==> config.mk <==
export PLATFORM = sky130hd
export DESIGN_NAME = mini_i_fetch
export DESIGN_NICKNAME = d
export VERILOG_FILES = /design/src/rtl/mini_i_fetch_pkg.sv /design/src/rtl/mini_i_fetch_fifo.sv /design/src/rtl/mini_i_fetch.sv
export SDC_FILE = /design/constraint.sdc
export NUM_CORES = 1
export LEC_CHECK = 0
export ABC_AREA = 1
export BUFFER_PORTS_ARGS = -buffer_cell sky130_fd_sc_hd__buf_2
export CORE_MARGIN = 3
export CORE_UTILIZATION = 59
export CTS_CLUSTER_DIAMETER = 40
export DETAILED_ROUTE_END_ITERATION = 7
export PLACE_DENSITY_LB_ADDON = 0.05
export SYNTH_ARGS = -nofsm -noshare
export SYNTH_HDL_FRONTEND = slang
export SYNTH_SLANG_ARGS = --single-unit
export TNS_END_PERCENT = 1
==> constraint.sdc <==
create_clock -name clock -period 6.2 [get_ports clock]
set_clock_uncertainty 0.05 [all_clocks]
set_input_delay 0.93 -clock clock [delete_from_list [all_inputs] [get_ports clock]]
set_output_delay 0.93 -clock clock [all_outputs]
set_load 0.03 [all_outputs]
==> src/rtl/mini_i_fetch_pkg.sv <==
// Shared types and constants for the mini_i_fetch instruction fetch stage.
package mini_i_fetch_pkg;

    localparam int DATA_WIDTH  = 32;
    localparam int ADDR_WIDTH  = 32;
    localparam int FIFO_DEPTH  = 4;
    localparam logic [ADDR_WIDTH-1:0] RESET_VECTOR = '0;

    // PC step in bytes for one instruction.
    localparam int INST_BYTES  = DATA_WIDTH / 8;
    localparam int COUNT_WIDTH = $clog2(FIFO_DEPTH + 1);

    typedef struct packed {
        logic [ADDR_WIDTH-1:0] pc;
        logic [DATA_WIDTH-1:0] inst;
    } fetch_entry_t;

    // Force a fetch address onto an instruction boundary.
    function automatic logic [ADDR_WIDTH-1:0] align_pc(input logic [ADDR_WIDTH-1:0] pc);
        return pc & ~ADDR_WIDTH'(INST_BYTES - 1);
    endfunction

endpackage

==> src/rtl/mini_i_fetch_fifo.sv <==
// Small synchronous FIFO used both as the decode instruction buffer and
// as the in-flight request PC queue. Flush wins over push and pop.
module mini_i_fetch_fifo
    import mini_i_fetch_pkg::*;
#(
    parameter type entry_t     = fetch_entry_t,
    parameter int  depth       = FIFO_DEPTH,
    parameter int  count_width = $clog2(depth + 1)
) (
    input  logic                   clock,
    input  logic                   reset,
    input  logic                   push,
    input  entry_t                 push_data,
    input  logic                   pop,
    input  logic                   flush,
    output entry_t                 head,
    output logic [count_width-1:0] count
);

    localparam int ptr_width = $clog2(depth);

    entry_t               mem [depth];
    logic [ptr_width-1:0] wr_ptr;
    logic [ptr_width-1:0] rd_ptr;
    logic                 do_push;
    logic                 do_pop;

    assign do_pop  = pop && (count != '0);
    assign do_push = push && ((count != count_width'(depth)) || do_pop);
    assign head    = mem[rd_ptr];

    // Storage write port.
    // NOTE: the data array has no reset; pointers and count alone define which entries are valid.
    always_ff @(posedge clock) begin
        if (do_push && !flush) begin
            mem[wr_ptr] <= push_data;
        end
    end

    // Pointer and occupancy tracking; reset and flush both empty the FIFO.
    // NOTE: reset is sampled only on the clock edge, so it sits inside the clocked block, not in the sensitivity list.
    always_ff @(posedge clock) begin
        if (!reset || flush) begin
            wr_ptr <= '0;
            rd_ptr <= '0;
            count  <= '0;
        end else begin
            if (do_push) begin
                wr_ptr <= wr_ptr + ptr_width'(1);
            end
            if (do_pop) begin
                rd_ptr <= rd_ptr + ptr_width'(1);
            end
            if (do_push && !do_pop) begin
                count <= count + count_width'(1);
            end else if (do_pop && !do_push) begin
                count <= count - count_width'(1);
            end
        end
    end

endmodule

==> src/rtl/mini_i_fetch.sv <==
// Instruction fetch stage: issues sequential PCs to the cache under a credit
// limit, pairs in-order responses with their PCs and buffers them for decode.
// A redirect reloads the PC, flushes buffered work and drops late responses.
module mini_i_fetch
    import mini_i_fetch_pkg::*;
#(
    parameter int                    fifo_depth   = FIFO_DEPTH,
    parameter logic [ADDR_WIDTH-1:0] reset_vector = RESET_VECTOR
) (
    input  logic                  clock,
    input  logic                  reset,
    input  logic                  redirect_valid,
    input  logic [ADDR_WIDTH-1:0] redirect_pc,
    output logic                  ir_addr_valid,
    input  logic                  ir_addr_ready,
    output logic [ADDR_WIDTH-1:0] ir_addr,
    input  logic                  ir_data_valid,
    output logic                  ir_data_ready,
    input  logic [DATA_WIDTH-1:0] ir_data,
    output logic                  inst_valid,
    input  logic                  inst_ready,
    output logic [DATA_WIDTH-1:0] inst_data,
    output logic [ADDR_WIDTH-1:0] inst_pc
);

    localparam int cw        = $clog2(fifo_depth + 1);
    localparam int sum_width = cw + 1;

    logic [ADDR_WIDTH-1:0] pc;
    logic [cw-1:0]         outstanding;
    logic [cw-1:0]         discard;
    logic [cw-1:0]         fifo_count;
    logic [cw-1:0]         inflight_count;
    logic [sum_width-1:0]  in_use;
    logic [ADDR_WIDTH-1:0] inflight_pc;
    fetch_entry_t          fifo_head;
    fetch_entry_t          fifo_push_data;
    logic                  issue;
    logic                  resp;
    logic                  drop;
    logic                  push_inst;
    logic                  pop_inflight;

    // Every buffered instruction and every in-flight request holds one credit.
    assign in_use        = sum_width'(fifo_count) + sum_width'(outstanding);
    assign ir_addr_valid = reset && !redirect_valid && (in_use < sum_width'(fifo_depth));
    assign ir_addr       = pc;
    assign ir_data_ready = 1'b1;

    assign issue = ir_addr_valid && ir_addr_ready;
    // Responses with nothing outstanding belong to a cache that was reset with us.
    assign resp  = reset && ir_data_valid && (outstanding != '0);
    assign drop  = redirect_valid || (discard != '0);

    assign push_inst      = resp && !drop;
    // Discarded responses were removed from the PC queue at redirect time.
    assign pop_inflight   = resp && (discard == '0) && (inflight_count != '0);
    assign fifo_push_data = '{pc: inflight_pc, inst: ir_data};

    assign inst_valid = (fifo_count != '0);
    assign inst_data  = fifo_head.inst;
    assign inst_pc    = fifo_head.pc;

    // PC, in-flight count and pending-discard count.
    always_ff @(posedge clock) begin
        if (!reset) begin
            pc          <= reset_vector;
            outstanding <= '0;
            discard     <= '0;
        end else if (redirect_valid) begin
            // Nothing issues this cycle; everything still in flight is stale.
            pc          <= align_pc(redirect_pc);
            outstanding <= outstanding - cw'(resp);
            discard     <= outstanding - cw'(resp);
        end else begin
            if (issue) begin
                pc <= pc + ADDR_WIDTH'(INST_BYTES);
            end
            outstanding <= outstanding + cw'(issue) - cw'(resp);
            if (resp && (discard != '0)) begin
                discard <= discard - cw'(1);
            end
        end
    end

    mini_i_fetch_fifo #(
        .entry_t     (logic [ADDR_WIDTH-1:0]),
        .depth       (fifo_depth),
        .count_width (cw)
    ) u_inflight_q (
        .clock     (clock),
        .reset     (reset),
        .push      (issue),
        .push_data (pc),
        .pop       (pop_inflight),
        .flush     (redirect_valid),
        .head      (inflight_pc),
        .count     (inflight_count)
    );

    mini_i_fetch_fifo #(
        .entry_t     (fetch_entry_t),
        .depth       (fifo_depth),
        .count_width (cw)
    ) u_inst_q (
        .clock     (clock),
        .reset     (reset),
        .push      (push_inst),
        .push_data (fifo_push_data),
        .pop       (inst_ready),
        .flush     (redirect_valid),
        .head      (fifo_head),
        .count     (fifo_count)
    );

endmodule

==> impl_metrics.tcl, run 1 <==
set metrics [dict create \
    initial_core_util_pct 60.61 \
    tritoncts "yes" \
    setup_violations 0 \
    core_region_area_mm2 0.02816 \
    power_density_mw_per_mm2 320.2 \
    swShare_pct 21.99 \
    postCtsSetupBuffers 0 \
    num-fill-cells 2023 \
    ys.warnings.count 0 \
    mostFrequentLayoutCells "368 x edfxtp_1, 247 x nor2_1, 214 x o21ai_0" \
    critPathArrivalTime_ns 3.24 \
    placed_area_mm2 0.01820 \
    num_vias 11370 \
    antenna_found_initial 0 \
    pwr-share-seq_pct 50.1 \
    postSynthAreaPerCell_um2 11.72 \
    fmax_mhz 237.0 \
    htreeDepth 2 \
    drt_iter0_drc 897 \
    required_ns 5.22 \
    worst_ir_drop_vdd_v 0.0002895 \
    period_share_pct 68.06 \
    die_area_mm2 0.03101 \
    power_mw 6.356 \
    clkTransAtPathRegs_ns 0.06 \
    cts_resized 0 \
    io_pins 169 \
    overflow 0 \
    status "completed" \
    syn_to_final_growth_pct 16.30 \
    intPower_mw 4.959 \
    grt_pass1_vias 10880 \
    clockRootBuffer "clkbuf_16" \
    io_buffers 161 \
    cts.path.max_buffers 3 \
    ys_seq_area_share_pct 71.07 \
    nets 1705 \
    die_h_um 176.1 \
    ys_seq_elements 422 \
    wire_per_inst_um 17.92 \
    insertion_delay_ns 0.55 \
    die_w_um 176.1 \
    final_area_mm2 0.01985 \
    first_pass_iters 7 \
    layout-drive-gt1-share_pct 16.92 \
    grt_usage_pct 23.13 \
    antenna_cells 0 \
    drtAntennaViolNets 0 \
    drt_wl_total_mm 36.32 \
    p_switching_mw 1.398 \
    ys.flop_type "edfxtp_1" \
    power_frac_comb_pct 4.8 \
    clockPowerShare_pct 45.0 \
    timing_hold_violations_final 0 \
    postSynth.asyncResetShare_pct 0 \
    hpwl_mm 21.28 \
    rsz0062_at_grt "no" \
    worst_pin_slew_ns 0.9666 \
    slew-limit-headroom_pct 35.56 \
    rows 61 \
    grt_start_max_net_pins 74 \
    cts_buffers 51 \
    power.leakage_nw 7.323 \
    crit_type "flip-flop to output port" \
    endpoint_kind "output port" \
    worstPathMaxFanout 68 \
    postSynthCellCount 1456 \
    drc 0 \
    fin_tns_setup_ns 0 \
    grt_pass1_wl_mm 57.09 \
    syn_area_mm2 0.01707 \
    clock_sinks 422 \
    hp-class "flip-flop to flip-flop" \
    finalMaxSlewViolations 0 \
    viasPerCell 5.607 \
    place_inst 1938 \
    synth_edf_count 368 \
    instances_no_fill 2027 \
    ys_types 38 \
    hold_ws_ns 0.4224 \
    gp_congestion 0.8113 \
    fin_crit_ns 4.220 \
    final_common_cell "edfxtp_1" \
    postCtsHoldBufs 0 \
    crit_path_start_kind "flip-flop" \
    max_cap_violations 0 \
]
-- Yosys cell counts (2+ instances only) --
library cell | count | area share, %
buf_4 | 6 | 0.26
dfxtp_1 | 54 | 6.3
buf_1 | 5 | 0.11
nor2_2 | 2 | 0.073
o211ai_1 | 3 | 0.13
nor2_1 | 255 | 5.6
xor2_1 | 9 | 0.46
nand2_2 | 2 | 0.073
a31oi_1 | 3 | 0.11
nand4_1 | 5 | 0.18
inv_1 | 95 | 2.1
nor3_1 | 2 | 0.059
or2_2 | 4 | 0.15
a22oi_1 | 2 | 0.088
conb_1 | 2 | 0.044
edfxtp_1 | 368 | 65
ha_1 | 19 | 1.4
buf_2 | 5 | 0.15
nand3_1 | 45 | 1.3
xnor2_1 | 4 | 0.21
clkbuf_1 | 59 | 1.3
a21oi_1 | 33 | 0.97
o21ai_0 | 214 | 6.3
o22ai_1 | 92 | 3.4
buf_6 | 3 | 0.20
fa_1 | 3 | 0.35
nand2_1 | 151 | 3.3
-- sequential cells by signal, indices dropped and copies added (netlist names), named ones only --
name,cells
u_inst_q.rd_ptr,2
u_inst_q.wr_ptr,2
u_inflight_q.rd_ptr,2
ir_addr,30
u_inflight_q.mem,120
u_inflight_q.wr_ptr,2
u_inflight_q.count,3
outstanding,3
discard,3
u_inst_q.mem,248
u_inst_q.count,3
-- power by group through the flow --
| stage | combinational (mW) | sequential [mW] | clock, mW |
|---|---|---|---|
| 2_1_floorplan | 0.186 | 3.25 | 0 |
| 3_3_place_gp | 0.301 | 3.24 | 0 |
| 3_5_place_dp | 0.308 | 3.24 | 0 |
| 4_1_cts | 0.310 | 3.19 | 2.91 |
| 5_1_grt | 0.342 | 3.19 | 3.03 |
| 6_report | 0.308 | 3.19 | 2.86 |
-- routing by layer --
layer	wire [um]	GRT usage, %
met1	15550	31.84
met4	804	6.895
met2	17430	38.20
met3	2524	4.129
met5	0	0
-- critical path: stages, from the launching register on --
cell      delay (ns)
dfxtp_4         0.68
clkinv_2        0.82
buf_4           0.59
o21ai_0         0.27
o22ai_1         0.09
buf_2           0.18
-- kinds of logic (layout without fill, tap and decap cells) --
group           after synthesis  after routing  synth area share (%)
simple gates                472            472                 11.19
flops                       422            422                 71.07
compound gates              351            351                 11.16
buf+inv                     174            364                 4.127
fa+ha+maj                    22             22                 1.745
xor+xnor                     13             13                0.6671
other cells                   2              5               0.04400
-- per-stage QoR --
step                      worst slack [ns]  util, %
after floorplan                      1.445        -
after global placement               2.298    64.61
after detailed placement             2.263    64.61
after CTS                            1.912    70.48
after global routing                 1.632    70.48
final                                1.980    70.48
-- final timing paths --
kind	cells past startpoint	slack [ns]	start	endpoint
hold reg to reg	2	0.42	u_inst_q.rd_ptr[1]$_SDFFE_PP0N_	flip-flop
setup reg to reg	13	3.12	outstanding[2]$_SDFF_PN0_	outstanding[2]$_SDFF_PN0_
setup / recovery	5	1.98	flip-flop	inst_data[16]
hold / removal	2	0.42	u_inst_q.rd_ptr[1]$_SDFFE_PP0N_	flip-flop
-- final cells by class --
| cell class | count | area (um^2) | area share [%] |
|---|---|---|---|
| repair buffers | 179 | 940.9 | 4.740 |
| inverters | 96 | 361.6 | 1.822 |
| clock buffers | 64 | 1388 | 6.990 |
| flip-flops and latches | 422 | 12140 | 61.14 |
| multi-input cells | 863 | 4284 | 21.58 |
| clock inverters | 25 | 266.5 | 1.343 |
| well taps | 378 | 473.0 | 2.383 |
Note: power is estimated with default switching activity, not from simulation.
==> inputs of run 2 (changes only) <==
--- a/config.mk
+++ b/config.mk
@@ -5,7 +5,7 @@
 export SDC_FILE = /design/constraint.sdc
 export NUM_CORES = 1
 export LEC_CHECK = 0
-export ABC_AREA = 1
+export ABC_AREA = 0
 export BUFFER_PORTS_ARGS = -buffer_cell sky130_fd_sc_hd__buf_2
 export CORE_MARGIN = 3
 export CORE_UTILIZATION = 59
==> constraint.sdc (replaced) <==
create_clock -name clock -period 4.4 [get_ports clock]
set_clock_uncertainty 0.05 [all_clocks]
set_input_delay 0.66 -clock clock [delete_from_list [all_inputs] [get_ports clock]]
set_output_delay 0.66 -clock clock [all_outputs]
set_load 0.03 [all_outputs]
==> run 2 against run 1 <==
Global-route usage shrank 0.93 points. Clock-buffer cell count shrank 11. Sequential power up 42%. Largest cell class unchanged. Hold slack got worse by 0.13 ns.
==> impl_metrics.tcl, run 2 <==
set metrics [dict create \
    overflow 0 \
    max_cap_violations 0 \
    io_buffers 161 \
    worst_pin_slew_ns 1.056 \
    worstPathMaxFanout 14 \
    clockPowerShare_pct 42.4 \
    timing.critical_path.mode_cell "ha_1" \
    crit_path_start_kind "flip-flop" \
    drt_iter0_drc 604 \
    antenna_cells 0 \
    endpoint_kind "flip-flop" \
    synth_most_common_cell "edfxtp_1" \
    clkTransAtPathRegs_ns 0.06 \
    ys_seq_area_share_pct 72.95 \
    ys_types 59 \
    timing_hold_violations_final 0 \
    die_h_um 173.9 \
    grt_start_max_net_pins 45 \
    syn_area_mm2 0.01663 \
    wire_per_inst_um 22.09 \
    syn_to_final_growth_pct 17.54 \
    htreeDepth 2 \
    postSynthCellCount 895 \
    critPathArrivalTime_ns 3.82 \
    worst_ir_drop_vdd_v 0.0003499 \
    period_share_pct 77.38 \
    critPathMaxStageDelay_ns 0.63 \
    core_region_area_mm2 0.02733 \
    synthTopCellsByCount "368 x edfxtp_1, 92 x mux4_2, 54 x dfxtp_1" \
    rows 60 \
    ys.flop_type "edfxtp_1" \
    hold_ws_ns 0.2890 \
    hpwl_mm 20.73 \
    setup_violations 0 \
    drt_wl_total_mm 32.96 \
    cts_resized 0 \
    grt_usage_pct 22.20 \
    final_common_cell "edfxtp_1" \
    cts_buffers 48 \
    clock_sinks 422 \
    largest-register "u_inst_q.mem" \
    clockRootBuffer "clkbuf_16" \
    ys_seq_elements 422 \
    nets 1175 \
    insertion_delay_ns 0.54 \
    crit_type "flip-flop to flip-flop" \
    grt_pass1_wl_mm 52.79 \
    path_cells "ha_1, or4b_1, nor3_4, buf_4, and2_1, ha_1, inv_1, fa_1, xor2_1, or3_1, a21oi_1" \
    required_ns 4.82 \
    p_switching_mw 1.936 \
    intPower_mw 6.750 \
    synth.area.top_cells "edfxtp_1 66%, mux4_2 12%, dfxtp_1 6.5%" \
    die_w_um 173.9 \
    status "completed" \
    pwr-share-seq_pct 52.1 \
    fmax_mhz 293.7 \
    mostFrequentLayoutCells "368 x edfxtp_1, 161 x buf_2, 92 x mux4_2" \
    largest_reg_flops 248 \
    fin_tns_setup_ns 0 \
    slew-limit-headroom_pct 28.58 \
    power.leakage_nw 6.587 \
    postCtsSetupBuffers 0 \
    placed_area_mm2 0.01805 \
    die_area_mm2 0.03024 \
    swShare_pct 22.28 \
    gp_congestion 0.8233 \
    io_pins 169 \
    hp-class "primary input to flip-flop" \
    tritoncts "yes" \
    antenna_found_initial 0 \
    grt_pass1_vias 9171 \
    yosysTopAreaCell "edfxtp_1" \
    postSynth.asyncResetShare_pct 0 \
    final_area_mm2 0.01955 \
    rsz0062_at_grt "no" \
    drtAntennaViolNets 0 \
    postSynthAreaPerCell_um2 18.58 \
    initial_core_util_pct 60.86 \
    drc 0 \
    slowest_stage "or4b_1" \
    power_density_mw_per_mm2 444.3 \
    fin_crit_ns 3.405 \
    synth_top_area_share_pct 66.45 \
    cts.path.max_buffers 3 \
    first_pass_iters 5 \
    finalMaxSlewViolations 0 \
    power_frac_comb_pct 5.6 \
    synth_edf_count 368 \
    num_vias 8979 \
    viasPerCell 6.018 \
    layout-drive-gt1-share_pct 32.68 \
    postCtsHoldBufs 0 \
    ys.warnings.count 0 \
]
[run 2: cell types whose count changed in the layout (fill, tap and decap cells not counted), sizes merged, moves of 27 or more]
cell,before,now
nor2,258,25
o22ai,92,1
mux4,0,92
inv,104,25
a21oi,33,6
nand2,153,28
o21ai,215,18
[run 2: worst paths after layout]
kind,startpoint,to,slack [ns],cells past startpoint
setup / recovery,outstanding[2]$_SDFF_PN0_,u_inflight_q.count[2]$_SDFFE_PP0P_,1.0,11
hold / removal,ir_data[5],u_inst_q.mem[0][5]$_DFFE_PP_,0.29,1
setup reg to reg,outstanding[2]$_SDFF_PN0_,u_inflight_q.count[2]$_SDFFE_PP0P_,1.0,11
hold reg to reg,u_inflight_q.rd_ptr[0]$_SDFFE_PP0N_,flip-flop,0.49,2
[run 2: power groups by stage]
| stage | sequential [mW] | combinational (mW) | clock [mW] |
|---|---|---|---|
| floorplan | 4.60 | 0.293 | 0 |
| global placement | 4.60 | 0.475 | 0 |
| detailed placement | 4.60 | 0.483 | 0 |
| CTS | 4.52 | 0.486 | 3.76 |
| global route | 4.53 | 0.528 | 3.94 |
| finish | 4.52 | 0.483 | 3.68 |
[run 2: kinds of logic (layout without fill, tap and decap cells)]
| group | count (synthesis) | count (layout) | share of synthesized area (%) |
|---|---|---|---|
| buf+inv | 69 | 291 | 1.798 |
| other cells | 2 | 5 | 0.04516 |
| simple gates | 179 | 179 | 6.132 |
| compound gates | 90 | 90 | 3.807 |
| xor+xnor | 16 | 16 | 0.8426 |
| flops | 422 | 422 | 72.95 |
| mux | 95 | 95 | 12.64 |
| fa+ha+maj | 22 | 22 | 1.791 |
[run 2: metrics by stage]
step | utilization (%) | std cells | worst slack (ns) | power [mW]
floorplan | - | 898 | 0.7439 | 4.897
global route | 71.54 | 1492 | 0.8453 | 8.994
detailed placement | 66.06 | 1405 | 0.7863 | 5.086
CTS | 71.54 | 1492 | 1.013 | 8.770
finish | 71.54 | 1492 | 0.9954 | 8.686
global placement | 66.06 | 1405 | 0.8640 | 5.073
[run 2: area by class of cell]
| cell class | count | area [um^2] |
|---|---|---|
| flip-flops and latches | 422 | 12140 |
| fillers | 1757 | 7777 |
| multi-input cells | 407 | 4217 |
| clock buffers | 53 | 1220 |
| repair buffers | 188 | 1171 |
| well taps | 372 | 465.4 |
| clock inverters | 34 | 276.5 |
| inverters | 16 | 60.06 |
[run 2: metal layers]
layer / GRT usage, % / wire length [um]
met2: 36.04 / 16350
met4: 5.295 / 512
met1: 32.35 / 14070
met5: 0 / 0
met3: 3.670 / 2027
[run 2: critical path, delay by kind of cell, from the launching register on]
kind | cells | cell delay (ns)
xor gates and xnor gates | 1 | 0.16
AOI/OAI and AO/OA | 1 | 0.13
DFF | 1 | 0.42
adders and majority gates | 3 | 0.84
buffers and inverters | 2 | 0.32
and+or+nand+nor | 4 | 1.41
